<file path="src/rtl/mem_arbiter_if.sv">
// Bus bundle between the two cache fill paths, the unified memory port and
// the memory arbiter. The arbiter connects through the slave modport; the
// environment (caches and memory) uses the master modport.
interface mem_arbiter_if #(
    parameter int ADDR_W = 16,
    parameter int DATA_W = 16
);
    // I-cache side
    logic              i_req;
    logic [ADDR_W-1:0] i_addr;
    logic              i_pause;
    logic              i_data_vld;
    // D-cache side
    logic              d_req;
    logic              d_wr;
    logic [ADDR_W-1:0] d_addr;
    logic [DATA_W-1:0] d_wdata;
    logic              d_pause;
    logic              d_data_vld;
    logic              d_wr_done;
    // Shared read data and memory port
    logic [DATA_W-1:0] rd_data;
    logic              mem_en;
    logic              mem_wr;
    logic [ADDR_W-1:0] mem_addr;
    logic [DATA_W-1:0] mem_wdata;
    logic [DATA_W-1:0] mem_rdata;
    logic              mem_data_vld;

    modport slave (
        input  i_req, i_addr, d_req, d_wr, d_addr, d_wdata, mem_rdata, mem_data_vld,
        output i_pause, i_data_vld, d_pause, d_data_vld, d_wr_done, rd_data,
               mem_en, mem_wr, mem_addr, mem_wdata
    );

    modport master (
        output i_req, i_addr, d_req, d_wr, d_addr, d_wdata, mem_rdata, mem_data_vld,
        input  i_pause, i_data_vld, d_pause, d_data_vld, d_wr_done, rd_data,
               mem_en, mem_wr, mem_addr, mem_wdata
    );
endinterface

</file>
<file path="src/rtl/mem_arbiter.sv">
// Unified-memory arbiter between I-cache and D-cache.
// Grants one requester for a whole block fill or a single write-through word,
// pauses the loser, routes data-valid to the owner only, and breaks ties by
// round-robin (last-grant bit lg; I-cache wins the first tie after reset).
// Optional build macro MEM_ARB_PERF_CNT_EN adds saturating grant and stall
// counters on extra output ports.
module mem_arbiter #(
    parameter int ADDR_W          = 16,
    parameter int DATA_W          = 16,
    parameter int WORDS_PER_BLOCK = 8
) (
    input  logic          clk,
    input  logic          rst,
    mem_arbiter_if.slave  bus
`ifdef MEM_ARB_PERF_CNT_EN
    ,
    output logic [15:0]   perf_i_grants,
    output logic [15:0]   perf_d_grants,
    output logic [15:0]   perf_stall_cycles
`endif
);

    localparam int CNT_W = (WORDS_PER_BLOCK > 1) ? $clog2(WORDS_PER_BLOCK) : 1;
    localparam logic [CNT_W-1:0] LAST_VLD = CNT_W'(WORDS_PER_BLOCK - 1);

    typedef enum logic [1:0] {
        IDLE    = 2'd0,
        I_FILL  = 2'd1,
        D_FILL  = 2'd2,
        D_WRITE = 2'd3
    } state_t;

    state_t           state_q, state_d;
    logic [CNT_W-1:0] vcnt_q, vcnt_d;
    logic             lg_q, lg_d;

    // Next-state: arbitration in IDLE, valid counting while a fill owns the port
    always_comb begin
        state_d = state_q;
        vcnt_d  = vcnt_q;
        lg_d    = lg_q;
        case (state_q)
            IDLE: begin
                if (bus.i_req && (!bus.d_req || lg_q)) begin
                    state_d = I_FILL;
                    lg_d    = 1'b0;
                end else if (bus.d_req) begin
                    state_d = bus.d_wr ? D_WRITE : D_FILL;
                    lg_d    = 1'b1;
                end
            end
            // A fill is held until every word has come back, even if the
            // owner has dropped its request in the meantime.
            I_FILL, D_FILL: begin
                if (bus.mem_data_vld) begin
                    if (vcnt_q == LAST_VLD) begin
                        vcnt_d  = '0;
                        state_d = IDLE;
                    end else begin
                        vcnt_d = vcnt_q + 1'b1;
                    end
                end
            end
            D_WRITE: state_d = IDLE;
            default: state_d = IDLE;
        endcase
    end

    // State, valid counter and last-grant registers
    always_ff @(posedge clk or negedge rst) begin
        if (!rst) begin
            state_q <= IDLE;
            vcnt_q  <= '0;
            lg_q    <= 1'b1;
        end else begin
            state_q <= state_d;
            vcnt_q  <= vcnt_d;
            lg_q    <= lg_d;
        end
    end

    // Output decode: pauses, data-valid routing and the memory port mux.
    // Pauses are gated by reset so every output is quiet while rst is low.
    always_comb begin
        bus.rd_data    = bus.mem_rdata;
        bus.i_pause    = rst & bus.i_req & (state_q != I_FILL);
        bus.d_pause    = rst & bus.d_req & (state_q != D_FILL) & (state_q != D_WRITE);
        bus.i_data_vld = bus.mem_data_vld & (state_q == I_FILL);
        bus.d_data_vld = bus.mem_data_vld & (state_q == D_FILL);
        bus.d_wr_done  = 1'b0;
        bus.mem_en     = 1'b0;
        bus.mem_wr     = 1'b0;
        bus.mem_addr   = {ADDR_W{1'b0}};
        bus.mem_wdata  = {DATA_W{1'b0}};
        case (state_q)
            I_FILL: begin
                bus.mem_en = bus.i_req;
                if (bus.i_req) bus.mem_addr = bus.i_addr;
            end
            D_FILL: begin
                bus.mem_en = bus.d_req;
                if (bus.d_req) bus.mem_addr = bus.d_addr;
            end
            D_WRITE: begin
                bus.mem_en    = 1'b1;
                bus.mem_wr    = 1'b1;
                bus.mem_addr  = bus.d_addr;
                bus.mem_wdata = bus.d_wdata;
                bus.d_wr_done = 1'b1;
            end
            default: ;
        endcase
    end

`ifdef MEM_ARB_PERF_CNT_EN
    logic [15:0] pig_q, pdg_q, psc_q;
    logic        grant_i, grant_d, stall;

    function automatic logic [15:0] sat_inc(input logic [15:0] v);
        return (v == 16'hFFFF) ? v : v + 16'd1;
    endfunction

    assign grant_i = (state_q == IDLE) && (state_d == I_FILL);
    assign grant_d = (state_q == IDLE) && ((state_d == D_FILL) || (state_d == D_WRITE));
    assign stall   = bus.i_pause | bus.d_pause;

    // Saturating grant and stall counters
    always_ff @(posedge clk or negedge rst) begin
        if (!rst) begin
            pig_q <= '0;
            pdg_q <= '0;
            psc_q <= '0;
        end else begin
            if (grant_i) pig_q <= sat_inc(pig_q);
            if (grant_d) pdg_q <= sat_inc(pdg_q);
            if (stall)   psc_q <= sat_inc(psc_q);
        end
    end

    assign perf_i_grants     = pig_q;
    assign perf_d_grants     = pdg_q;
    assign perf_stall_cycles = psc_q;
`endif

endmodule

</file>
<file path="src/flat_wrapper.sv">
// flat-port wrapper written by rule: the top's interface ports become plain ports
module mem_arbiter_flat 
#(
    parameter int ADDR_W          = 16,
    parameter int DATA_W          = 16,
    parameter int WORDS_PER_BLOCK = 8
)
  (clk, rst, bus_i_req, bus_i_addr, bus_d_req, bus_d_wr, bus_d_addr, bus_d_wdata, bus_mem_rdata, bus_mem_data_vld, bus_i_pause, bus_i_data_vld, bus_d_pause, bus_d_data_vld, bus_d_wr_done, bus_rd_data, bus_mem_en, bus_mem_wr, bus_mem_addr, bus_mem_wdata);
  mem_arbiter_if #(.ADDR_W(ADDR_W), .DATA_W(DATA_W)) bus_i ();
  input  logic clk;
  input  logic rst;
  input wire logic [$bits(bus_i.i_req)-1:0] bus_i_req;
  input wire logic [$bits(bus_i.i_addr)-1:0] bus_i_addr;
  input wire logic [$bits(bus_i.d_req)-1:0] bus_d_req;
  input wire logic [$bits(bus_i.d_wr)-1:0] bus_d_wr;
  input wire logic [$bits(bus_i.d_addr)-1:0] bus_d_addr;
  input wire logic [$bits(bus_i.d_wdata)-1:0] bus_d_wdata;
  input wire logic [$bits(bus_i.mem_rdata)-1:0] bus_mem_rdata;
  input wire logic [$bits(bus_i.mem_data_vld)-1:0] bus_mem_data_vld;
  output wire logic [$bits(bus_i.i_pause)-1:0] bus_i_pause;
  output wire logic [$bits(bus_i.i_data_vld)-1:0] bus_i_data_vld;
  output wire logic [$bits(bus_i.d_pause)-1:0] bus_d_pause;
  output wire logic [$bits(bus_i.d_data_vld)-1:0] bus_d_data_vld;
  output wire logic [$bits(bus_i.d_wr_done)-1:0] bus_d_wr_done;
  output wire logic [$bits(bus_i.rd_data)-1:0] bus_rd_data;
  output wire logic [$bits(bus_i.mem_en)-1:0] bus_mem_en;
  output wire logic [$bits(bus_i.mem_wr)-1:0] bus_mem_wr;
  output wire logic [$bits(bus_i.mem_addr)-1:0] bus_mem_addr;
  output wire logic [$bits(bus_i.mem_wdata)-1:0] bus_mem_wdata;
  assign bus_i.i_req = bus_i_req;
  assign bus_i.i_addr = bus_i_addr;
  assign bus_i.d_req = bus_d_req;
  assign bus_i.d_wr = bus_d_wr;
  assign bus_i.d_addr = bus_d_addr;
  assign bus_i.d_wdata = bus_d_wdata;
  assign bus_i.mem_rdata = bus_mem_rdata;
  assign bus_i.mem_data_vld = bus_mem_data_vld;
  assign bus_i_pause = bus_i.i_pause;
  assign bus_i_data_vld = bus_i.i_data_vld;
  assign bus_d_pause = bus_i.d_pause;
  assign bus_d_data_vld = bus_i.d_data_vld;
  assign bus_d_wr_done = bus_i.d_wr_done;
  assign bus_rd_data = bus_i.rd_data;
  assign bus_mem_en = bus_i.mem_en;
  assign bus_mem_wr = bus_i.mem_wr;
  assign bus_mem_addr = bus_i.mem_addr;
  assign bus_mem_wdata = bus_i.mem_wdata;
  mem_arbiter #(.ADDR_W(ADDR_W), .DATA_W(DATA_W), .WORDS_PER_BLOCK(WORDS_PER_BLOCK)) u_core (.clk(clk), .rst(rst), .bus(bus_i));
endmodule
</file>
<file path="config.mk">
export PLATFORM = sky130hd
export DESIGN_NAME = mem_arbiter_flat
export DESIGN_NICKNAME = d
export VERILOG_FILES = /design/src/rtl/mem_arbiter_if.sv /design/src/rtl/mem_arbiter.sv /design/src/flat_wrapper.sv
export SDC_FILE = /design/constraint.sdc
export NUM_CORES = 1
export LEC_CHECK = 0
export CAP_MARGIN = 20
export CORE_ASPECT_RATIO = 2
export CORE_MARGIN = 4
export CORE_UTILIZATION = 26
export CTS_BUF_LIST = sky130_fd_sc_hd__clkbuf_4 sky130_fd_sc_hd__clkbuf_8
export CTS_CLUSTER_DIAMETER = 30
export DETAILED_ROUTE_END_ITERATION = 10
export GPL_TIMING_DRIVEN = 0
export PLACE_DENSITY = 0.86
export SKIP_LAST_GASP = 1
export SLEW_MARGIN = 20
export SYNTH_ARGS = -nofsm -noshare
export SYNTH_HDL_FRONTEND = slang
export SYNTH_SLANG_ARGS = --single-unit
</file>
<file path="constraint.sdc">
create_clock -name clk -period 2.16 [get_ports clk]
set_clock_uncertainty 0.1 [all_clocks]
set_input_delay 0.432 -clock clk [delete_from_list [all_inputs] [get_ports clk]]
set_output_delay 0.432 -clock clk [all_outputs]
set_load 0.01 [all_outputs]
</file>
==> summary.md <==
| Metric | Value |
|---|---|
| Max VDD drop | 0.506 mV |
| Die Wd | 52.3 um |
| Die Footprint | 5060 um^2 |
| Tcrit/Tclk final | 104% |
| Syn Nets | 196 |
| CTS buffer count | 3 |
| Minimum clock period | 2.24 ns |
| Endpoint class of the critical path | output pin |
| Highest clock rate | 0.446 GHz |
| Post-synthesis register bit count | 6 |
| R2R Setup Slk | 0.31 ns |
| Final GP Congestion | 0.722 |
| Drt first pass iters | 4 |
| R2R Path End | u_core.state_q[1] |
| Area added between synthesis and finish | 130% |
| CTS tree | yes |
| Slew @ Worst Pin | 0.329 ns |
| Crit path launch | u_core.state_q[1] |
| Total core area | 3840 um^2 |
| Post-layout instance area | 2350 um^2 |
| Worst Path Arrival | 1.71 ns |
| WL/cell | 14.9 um |
| Vias | 1313 |
| Initial Utilization | 26.6% |
| Hold Slack | 0.0742 ns |
| Final setup vio count | 17 |
| Final Util | 61.1% |
| Mapped cell area | 1020 um^2 |
| Clock Pin Slew Worst Setup and Hold Paths | 0.04 ns |
| Number of filler cells placed in the layout | 348 |
| Worst Setup Path Type | reg -> out |
| Syn Inst Count | 116 |
| Rel. slew slack | 78.1% |
| Worst Path Max Fanout | 6 |
| Clock Root Buffer | clkbuf_8 |
| Residual DRC | 0 |
| Register-to-Register Path Depth | 7 |
| Skew-Pair Late Insertion Delay | 0.23 ns |
| Worst Hold Class | in -> async |
| Leakage | 0.00113 uW |
| First-pass GRT wire length | 5.95 mm |
| Detail Route Antenna Nets | 0 |
| Hold Buf Count CTS | 0 |
| Syn Area/Cell | 8.81 um^2 |
| Sink Count | 6 |
| Total of max-cap violations | 0 |
| Layout Nets | 324 |
| I/O pin cnt | 125 |
| Failing checks | setup timing |
| Antenna cell count | 0 |
| Type of origin of the critical path | flip-flop |
| Setup TNS | -0.869 ns |
| Yosys warnings | 0 |
| Synth cell types | 30 |
| PnR worst setup slack | -0.0844 ns |
| Largest net degree at the start of global routing | 11 |
| Initial antenna violation count | 0 |
| Ratio of cells with drive above 1 in the final layout | 42.0% |
| Die H | 96.7 um |
| Power per cell area | 878 nW/um^2 |
| Placed cell area | 2170 um^2 |
| Vias in the first global route | 1340 |
| Row count | 32 |
| Max Root-Sink Buffers | 2 |
| Starting DRT DRC Count | 11 |
| Status | finished with violations |
| Seq/Total Area, Yosys | 14.8% |
| Final HPWL DP | 3.40 mm |
| PortBufs | 108 |
| Req. time, crit path | 1.63 ns |
| Final WL | 4.39 mm |
| Max-slew violation count | 0 |
| RSZ-0062 raised after global routing | true |
| H-tree Lvls | 1 |
| Number of vias per cell | 4.47 |
| GRT overflow | 0 |
| GRT Util Overall | 15.2% |
| RR Startpoint | u_core.state_q[0] |
| Fin. Hold Viols | 0 |
layer usage:
layer / routed length, um / vias to the layer above / track usage, %
li1: - / 640 / -
met5: 0 / - / 0
met3: 573 / 8 / 5.39
met2: 2480 / 86 / 29.4
met4: 68 / 0 / 5.31
met1: 1280 / 579 / 13.0
state kept, by name, summed over array words and instances (netlist names):
signal / count
u_core.lg_q: 1
u_core.vcnt_q: 3
u_core.state_q: 2
critical path, cell delays in order, from the launching register on:
cell and delay, ns:
dfrtp_2 0.48, inv_4 0.07, ha_2 0.17, and2_4 0.15
buf_6 0.12, buf_4 0.15, a22oi_2 0.13, nor2_1 0.07
buf_2 0.14
placed cells by master, fill, tap and decap left out, types with 2 or more instances in the layout:
master,count
clkbuf_8,3
a31oi_1,2
buf_6,7
nor2_1,6
a21o_1,3
clkdlybuf4s50_1,68
nand2_1,3
clkbuf_4,2
buf_4,27
dlygate4sd2_1,20
a21oi_2,2
a22oi_2,15
ha_1,6
ha_4,3
and2_1,19
buf_2,17
nor2_2,11
inv_4,2
dfrtp_2,2
dfrtp_1,3
synthesized netlist by cell type:
cell type	count	area, um^2
a21boi_0	1	7.51
a21o_1	3	22.5
a21oi_1	2	10.0
a21oi_2	1	8.76
a22oi_1	5	37.5
a22oi_2	10	125
a31oi_1	2	12.5
a32oi_1	1	8.76
and2_1	20	125
and3b_2	1	10.0
buf_12	1	20.0
buf_4	18	135
buf_6	3	33.8
clkbuf_1	1	3.75
dfrtp_1	5	125
dfstp_2	1	26.3
ha_1	10	125
inv_1	2	7.51
mux2_2	1	11.3
mux2_4	1	15.0
mux2i_1	1	10.0
nand2_1	3	11.3
nand2b_1	1	6.26
nor2_1	7	26.3
nor2_2	10	62.6
nor3_1	1	5.00
nor3b_1	1	7.51
nor4bb_1	1	10.0
o21ai_0	1	5.00
or2b_1	1	7.51
metrics by stage:
stage | std cells | worst slack (ns) | power (uW)
2_1_floorplan | 116 | 0.290 | 1060
3_3_place_gp | 275 | -0.602 | 1630
3_5_place_dp | 275 | -0.623 | 1660
4_1_cts | 288 | -0.0990 | 1890
5_1_grt | 294 | -0.132 | 2200
6_report | 294 | -0.0844 | 2060
kinds of logic (layout without fill, tap and decap cells):
group	Yosys count	in the layout	synth area share, %
buf+inv	25	152	19.6
mux	3	3	3.55
flops	6	6	14.8
fa+ha+maj	10	10	12.2
simple gates	46	46	26.6
compound gates	26	26	23.3
cell type report:
cell class | instances | area (um^2) | area share (%)
sequential | 6 | 154 | 6.55
inverter | 2 | 12.5 | 0.533
multi-input combinational | 85 | 752 | 32.0
clock buffer | 4 | 48.8 | 2.08
buffer | 23 | 204 | 8.68
timing repair buffer | 123 | 1110 | 47.4
tap | 51 | 63.8 | 2.72
what timing repair did:
action | in CTS | in global routing
gates resized for setup | 106 | 21
setup endpoints to repair | 37 | 19
buffers inserted | 8 | 6
pin swaps | 9 | 13
hold endpoints to repair | 0 | 0
cloned | 1 | 1
how the worst max path moves through the flow:
stage / endpoint / slack (ns) / cells past startpoint
after floorplan: bus_mem_addr[10] / 0.29 / 6
after global routing: bus_mem_addr[14] / -0.13 / 8
after detailed placement: bus_mem_addr[10] / -0.62 / 6
after global placement: bus_mem_addr[8] / -0.60 / 6
after CTS: bus_mem_addr[15] / -0.1 / 7
final: bus_mem_addr[14] / -0.08 / 8
report_power, final:
group          internal, uW  switching (uW)
clock network           140            54.2
logic                   882             734
registers               180            71.9
total                  1200             860
(Power assumes the default switching activity.)
